==> src/rtl/disp_arb_pkg.sv <==
// Shared definitions for the display/log message arbiter.
// Holds the default configuration, the source-index width helper and a
// packed message view matching the default configuration.
package disp_arb_pkg;

   localparam int DEF_NUM_REQ = 4;
   localparam int DEF_ID_W    = 8;
   localparam int DEF_DATA_W  = 32;
   localparam int DEF_TS_W    = 32;

   // Width of a requester index; never narrower than one bit.
   function automatic int src_width(input int n);
      return (n > 1) ? $clog2(n) : 1;
   endfunction

   localparam int DEF_SRC_W = src_width(DEF_NUM_REQ);

   typedef struct packed {
      logic [DEF_SRC_W-1:0]  src;
      logic [DEF_ID_W-1:0]   id;
      logic [DEF_DATA_W-1:0] data;
   } disp_msg_t;

endpackage

==> src/rtl/disp_arbiter_rr_picker.sv <==
// Combinational round-robin priority select.
// Scans req starting at rr_ptr, wrapping modulo NUM_REQ, and reports the
// first requester found as a one-hot grant plus its index.
module rr_picker
   import disp_arb_pkg::*;
#(
   parameter int NUM_REQ = DEF_NUM_REQ,
   localparam int SRC_W  = src_width(NUM_REQ)
)(
   input  logic [NUM_REQ-1:0] req,
   input  logic [SRC_W-1:0]   rr_ptr,
   output logic [NUM_REQ-1:0] grant,
   output logic [SRC_W-1:0]   grant_idx,
   output logic               any
);

   logic [SRC_W:0]   sum;
   logic [SRC_W-1:0] idx;

   // Walk the requesters in rotated order and keep only the first hit.
   always_comb begin
      grant     = '0;
      grant_idx = '0;
      any       = 1'b0;
      sum       = '0;
      idx       = '0;
      for (int k = 0; k < NUM_REQ; k++) begin
         sum = {1'b0, rr_ptr} + (SRC_W+1)'(k);
         if (sum >= (SRC_W+1)'(NUM_REQ)) begin
            sum = sum - (SRC_W+1)'(NUM_REQ);
         end
         idx = sum[SRC_W-1:0];
         if (!any && req[idx]) begin
            any        = 1'b1;
            grant[idx] = 1'b1;
            grant_idx  = idx;
         end
      end
   end

endmodule

==> src/rtl/disp_arbiter.sv <==
// Round-robin arbiter sharing one registered display/log message channel
// among NUM_REQ requesters. Valid/ready on both sides, one message per
// cycle, no bubble when the sink drains and a new grant loads together.
// Optional capture timestamp enabled by defining DISP_ARB_TIMESTAMP_EN.
module disp_arbiter
   import disp_arb_pkg::*;
#(
   parameter int NUM_REQ = DEF_NUM_REQ,
   parameter int ID_W    = DEF_ID_W,
   parameter int DATA_W  = DEF_DATA_W,
`ifdef DISP_ARB_TIMESTAMP_EN
   parameter int TS_W    = DEF_TS_W,
`endif
   localparam int SRC_W  = src_width(NUM_REQ)
)(
   input  logic                        clk,
   input  logic                        rst_n,
   input  logic [NUM_REQ-1:0]          req_valid,
   output logic [NUM_REQ-1:0]          req_ready,
   input  logic [NUM_REQ*ID_W-1:0]     req_id,
   input  logic [NUM_REQ*DATA_W-1:0]   req_data,
   output logic                        out_valid,
   input  logic                        out_ready,
   output logic [SRC_W-1:0]            out_src,
   output logic [ID_W-1:0]             out_id,
   output logic [DATA_W-1:0]           out_data,
`ifdef DISP_ARB_TIMESTAMP_EN
   output logic [TS_W-1:0]             out_ts,
`endif
   output logic                        busy
);

   logic               can_load;
   logic               accept;
   logic [NUM_REQ-1:0] grant;
   logic [SRC_W-1:0]   grant_idx;
   logic               any;
   logic [SRC_W-1:0]   rr_ptr;
   logic [SRC_W-1:0]   next_ptr;
   logic [ID_W-1:0]    id_sel;
   logic [DATA_W-1:0]  data_sel;

   rr_picker #(
      .NUM_REQ   (NUM_REQ)
   ) u_picker (
      .req       (req_valid),
      .rr_ptr    (rr_ptr),
      .grant     (grant),
      .grant_idx (grant_idx),
      .any       (any)
   );

   // The output register can take a new message when empty or draining.
   assign can_load  = ~out_valid | out_ready;
   assign accept    = can_load & any;
   assign req_ready = (rst_n && can_load) ? grant : '0;
   assign busy      = out_valid & ~out_ready;

   // Select the granted requester's id and payload from the packed buses.
   always_comb begin
      id_sel   = '0;
      data_sel = '0;
      for (int i = 0; i < NUM_REQ; i++) begin
         if (grant[i]) begin
            id_sel   = req_id[i*ID_W +: ID_W];
            data_sel = req_data[i*DATA_W +: DATA_W];
         end
      end
   end

   // Pointer moves to the source just after the winner, wrapping to zero.
   always_comb begin
      next_ptr = '0;
      if (grant_idx != SRC_W'(NUM_REQ-1)) begin
         next_ptr = grant_idx + SRC_W'(1);
      end
   end

   // Output register and round-robin pointer; held while the sink stalls.
   always_ff @(posedge clk or negedge rst_n) begin
      if (!rst_n) begin
         out_valid <= 1'b0;
         out_src   <= '0;
         out_id    <= '0;
         out_data  <= '0;
         rr_ptr    <= '0;
      end else if (accept) begin
         out_valid <= 1'b1;
         out_src   <= grant_idx;
         out_id    <= id_sel;
         out_data  <= data_sel;
         rr_ptr    <= next_ptr;
      end else if (out_ready) begin
         out_valid <= 1'b0;
      end
   end

`ifdef DISP_ARB_TIMESTAMP_EN
   logic [TS_W-1:0] ts_cnt;

   // Free-running cycle counter used to stamp accepted messages.
   always_ff @(posedge clk or negedge rst_n) begin
      if (!rst_n) begin
         ts_cnt <= '0;
      end else begin
         ts_cnt <= ts_cnt + TS_W'(1);
      end
   end

   // Timestamp travels with the message it was captured for.
   always_ff @(posedge clk or negedge rst_n) begin
      if (!rst_n) begin
         out_ts <= '0;
      end else if (accept) begin
         out_ts <= ts_cnt;
      end
   end
`endif

endmodule

==> config.mk <==
export PLATFORM = sky130hd
export DESIGN_NAME = disp_arbiter
export DESIGN_NICKNAME = d
export VERILOG_FILES = /design/src/rtl/disp_arb_pkg.sv /design/src/rtl/disp_arbiter_rr_picker.sv /design/src/rtl/disp_arbiter.sv
export SDC_FILE = /design/constraint.sdc
export NUM_CORES = 1
export LEC_CHECK = 0
export ABC_AREA = 1
export CAP_MARGIN = 5
export CORE_MARGIN = 5
export CORE_UTILIZATION = 41
export DETAILED_ROUTE_END_ITERATION = 6
export PLACE_DENSITY_LB_ADDON = 0.2
export SYNTH_ARGS = -nofsm -noshare
export SYNTH_HDL_FRONTEND = slang
export SYNTH_SLANG_ARGS = --single-unit
==> constraint.sdc <==
create_clock -name clk -period 4.68 [get_ports clk]
set_clock_uncertainty 0.15 [all_clocks]
set_input_delay 0.936 -clock clk [delete_from_list [all_inputs] [get_ports clk]]
set_output_delay 0.936 -clock clk [all_outputs]
set_load 0.02 [all_outputs]
======== After elaboration in Yosys (flattened, before gate mapping) ========
Index checks and enable logic that the tools add are counted.
cells by class
  muxes and demuxes ....................... 44
  order comparisons ....................... 12
  add/sub/neg operators ................... 8
  equality and inequality tests ........... 1
  bitwise operators ....................... 8
  reductions and logical operators ........ 12
operator list
  kind                                                                                 number
  32-bit two-way mux                                                                   4
  8-bit two-way mux                                                                    4
  4-bit two-way mux                                                                    5
  2-bit two-way mux                                                                    9
  1-bit two-way mux                                                                    14
  2-bit by 3-bit < comparator with 1-bit output, second input constant                 4
  4-bit bitwise OR                                                                     3
  3-bit greater-or-equal comparator, second input constant                             3
  1-bit binary-select mux with 2-bit select                                            4
  1-bit demux with 2-bit select                                                        4
  2-bit by 1-bit greater-or-equal comparator with 1-bit output, second input constant  4
  1-bit logical AND                                                                    8
  2-bit by 1-bit subtractor with 2-bit output, second input constant                   4
  2-bit by 2-bit adder with 3-bit output, second input constant                        2
  2-bit by 1-bit adder with 3-bit output, second input constant                        1
  2-bit by 3-bit greater-or-equal comparator with 1-bit output, second input constant  1
  1-bit zero test                                                                      3
  2-bit by 1-bit adder with 2-bit output, second input constant                        1
  1-bit bitwise AND                                                                    2
  2-bit != test, second input constant                                                 1
  1-bit inverter                                                                       2
  2-bit nonzero test                                                                   1
  1-bit bitwise OR                                                                     1
word-level totals
  word-level logic and storage cells ...... 90
  output and inout bits ................... 48
  bits in registers ....................... 45
  input bits .............................. 167

======== Depth between registers and ports, before layout ========
  word-level depth ........................ 18
  gate-level depth with buffers ........... 15
  depth with buffers taken out ............ 13

======== Cells and area by module ========
A second synthesis with hierarchy kept.
second synthesis, totals
  cells, all modules ...................... 626
  area total of the unflattened synthesis .. 4000.1 sq um
by module, submodules not included
  module        cells each  area an instance (sq um)  seq. area each (sq um)  times used
  disp_arbiter  552         3559.7                    1126.1                  1
  rr_picker     74          440.4                     0.0                     1

======== Worst setup path after synthesis ========
OpenSTA, ideal clock, no wires.
  kind .................................... register to output
  start point ............................. register (tool-made name)
  end point ............................... output port req_ready[3]
  setup slack ............................. 1525 ps
  data arrival time ....................... 2069 ps
  path buffers ............................ 2
  stages on the path, launching flop included .. 14
  data required time ...................... 3594 ps
  cells stage by stage .................... dfrtp_1 buf_6 inv_6 ha_1 inv_1 nand3_1 nand2_2 nand3_2 nor2_2 nand3_1 nand2_2 buf_2 nand2_1 inv_1
RTL lines
  item       RTL line            source
  to (decl)  disp_arbiter.sv:19  output logic [NUM_REQ-1:0] req_ready,

==> results.yml <==
outcome:
  outcome: "complete, no violations"
yosys:
  syn-num-nets: 720
  syn-cell-area_mm2: 0.00354
  yosysSeqAreaShare_pct: 31.8
  async_flop_share_pct: 100
  yosysTopAreaCell: "dfrtp_1"
  yosys.cell_types.count: 28
  synth.most_common_cell: "a21oi_1"
  synth_edf_count: 0
  syn-instance-count: 546
  yosys-top-cells-count: "161 x a21oi_1, 112 x nand2_1, 52 x inv_1"
  synth.top_cell.area_share_pct: 31.8
  ys.flop_type: "dfrtp_1"
  yosysWarnings: 0
  synth_area_leaders: "dfrtp_1 32%, a21oi_1 23%, nand2_1 12%"
  syn_avg_cell_area_um2: 6.48
  synth-seq-cells: 45
drt:
  drt_iter0_drc: 205
  wl_mm: 14.1
  drt_pass1_iterations: 5
  post_drt_wl_per_cell_um: 16.7
  viasPerCell: 5.33
  antenna_left: 0
  route.detailed.drc: 0
  via_count: 4495
clocking:
  cts_tree: "built"
  clock_path_buffers: 2
  path_clk_slew_ns: 0.08
  h-tree-depth: 2
  numCtsBuffers: 5
  cts_resized: 0
  post-cts-setup-buffer-count: 0
  ctsHoldBuffers: 0
  insertion_delay_ns: 0.30
  clockRootBuffer: "clkbuf_8"
  cts_sinks: 45
timing:
  tns_ns: 0
  finalCritPeriodShare_pct: 88.1
  hold_viol: 0
  worstMarginPinSlew_ns: 0.873
  slew_violations: 0
  relSlewSlack_pct: 41.7
  min_period_ns: 4.12
  setup_viol: 0
  grt_setup_unrepaired: "no"
  max_freq_mhz: 243
layout:
  stdcell_count: 843
  drive_gt1_share_pct: 5.16
  area_delta_synth_final_pct: 62.2
  seq_area_mm2: 0.00113
  nFillCells: 729
  layout.nets: 910
  multi_input_area_mm2: 0.00200
critical_path:
  cp-start-kind: "flip-flop"
  r2r_cells: 14
  crit_fanout: 14
  rrSetupSlack_ns: 1.17
  endpoint_kind: "output port"
  r2r-end: "out_id[4]"
  worstPathRequired_ns: 3.59
  worst-setup-path-type: "flip-flop to output port"
  cp_data_arrival_time_ns: 3.03
min_path:
  min_path_cells: 2
  min_to: "out_src[0]"
  min_path_type: "flip-flop to flip-flop"
  worstHoldStart: "out_src[0]"
pwr:
  vdd_drop_max_mv: 0.721
  p_leak_uw: 0.00262
  p_per_area_mw_per_mm2: 862
floorplanning:
  die_w_um: 103
  core.rowCount: 33
  die_h_um: 103
  core_area_mm2: 0.00830
  ios: 215
  start_util_pct: 42.7
  dieArea_mm2: 0.0106
global_route:
  grt_pass1_wl_mm: 21.5
  antenna_found_initial: 0
  overflow: 0
  grt_pass1_vias: 4462
  grt_max_degree: 81
  track_usage_pct: 25.8
placement:
  place_congestion: 0.895
  dp_cells: 834
  hpwl_mm: 10.0
  port_buffers: 214
job:
  drv_cap: 0
[cells by family after synthesis]
| kind of cell | Yosys count | synth area share (%) |
|---|---|---|
| flip-flops | 45 | 31.8 |
| buffers and inverters | 93 | 11.7 |
| adder cells (fa/ha/maj) | 7 | 2.47 |
| AO/OA/AOI/OAI | 172 | 25.0 |
| AND/OR/NAND/NOR | 228 | 28.7 |
| XOR/XNOR | 1 | 0.247 |
[per-layer routing]
| layer | GRT usage [%] | wire (um) | vias to the layer above |
|---|---|---|---|
| li1 | - | - | 2178 |
| met1 | 30.1 | 5410 | 2087 |
| met2 | 47.3 | 7220 | 199 |
| met3 | 3.32 | 985 | 31 |
| met4 | 10.7 | 477 | 0 |
| met5 | 0 | 0 | - |
[placed cells by master, fill, tap and decap left out, drive strengths merged, types with 3 or more instances in the layout]
cell type      count
buf                7
a21boi             3
clkdlybuf4s50    213
nand4              4
nor2              50
nand2            121
nand3             53
o21ai              3
a21oi            163
ha                 7
clkbuf             7
dfrtp             45
inv               56
[state kept, by name, indices dropped and copies added, names as in the netlist, named ones only]
name and count:
out_id 8, rr_ptr 1, out_src 2, out_valid 1, out_data 32
[how the worst max path moves through the flow]
stage                            start      endpoint  depth (start not counted)
after floorplan              flip-flop  req_ready[3]                         13
after global routing         flip-flop  req_ready[3]                         12
after global placement    req_valid[3]  req_ready[3]                         13
final                        flip-flop  req_ready[3]                         12
after detailed placement  req_valid[3]  req_ready[3]                         13
after CTS                    flip-flop  req_ready[3]                         12
[stage by stage]
step | hold WS (ns) | util [%] | setup WS, ns | area, um2 | power [uW]
4_1_cts | 0.373 | 69.1 | 0.578 | 5740 | 4950
5_1_grt | 0.418 | 69.1 | 0.396 | 5740 | 5460
3_3_place_gp | 0.346 | 68.1 | 0.738 | 5650 | 4580
3_5_place_dp | 0.350 | 68.1 | 0.691 | 5650 | 4700
2_1_floorplan | 0.459 | - | 1.52 | 3540 | 3570
6_report | 0.374 | 69.2 | 0.559 | 5740 | 4950
[where the power goes]
part / internal [uW] / switching [uW]
Clock: 106 / 141
Combinational: 1450 / 2490
Sequential: 627 / 138
[worst max-delay path: stages (launching register included)]
cell	delay (ns)
dfrtp_1	0.71
inv_6	0.09
ha_1	0.39
inv_1	0.13
nand3_1	0.10
nand2_2	0.11
nand3_2	0.12
nor2_2	0.18
nand3_1	0.12
nand2_2	0.09
nand2_1	0.05
inv_1	0.06
clkdlybuf4s50_1	0.59
[cell type report]
class,count,area share (%)
clock inverters,1,0.131
diodes,1,0.0436
repair buffers,220,38.0
clock buffers,7,1.33
inverters,56,3.75
multi-input cells,408,34.8
well taps,105,2.29
flip-flops and latches,45,19.6
No activity file was read; power rests on OpenSTA's default activity.
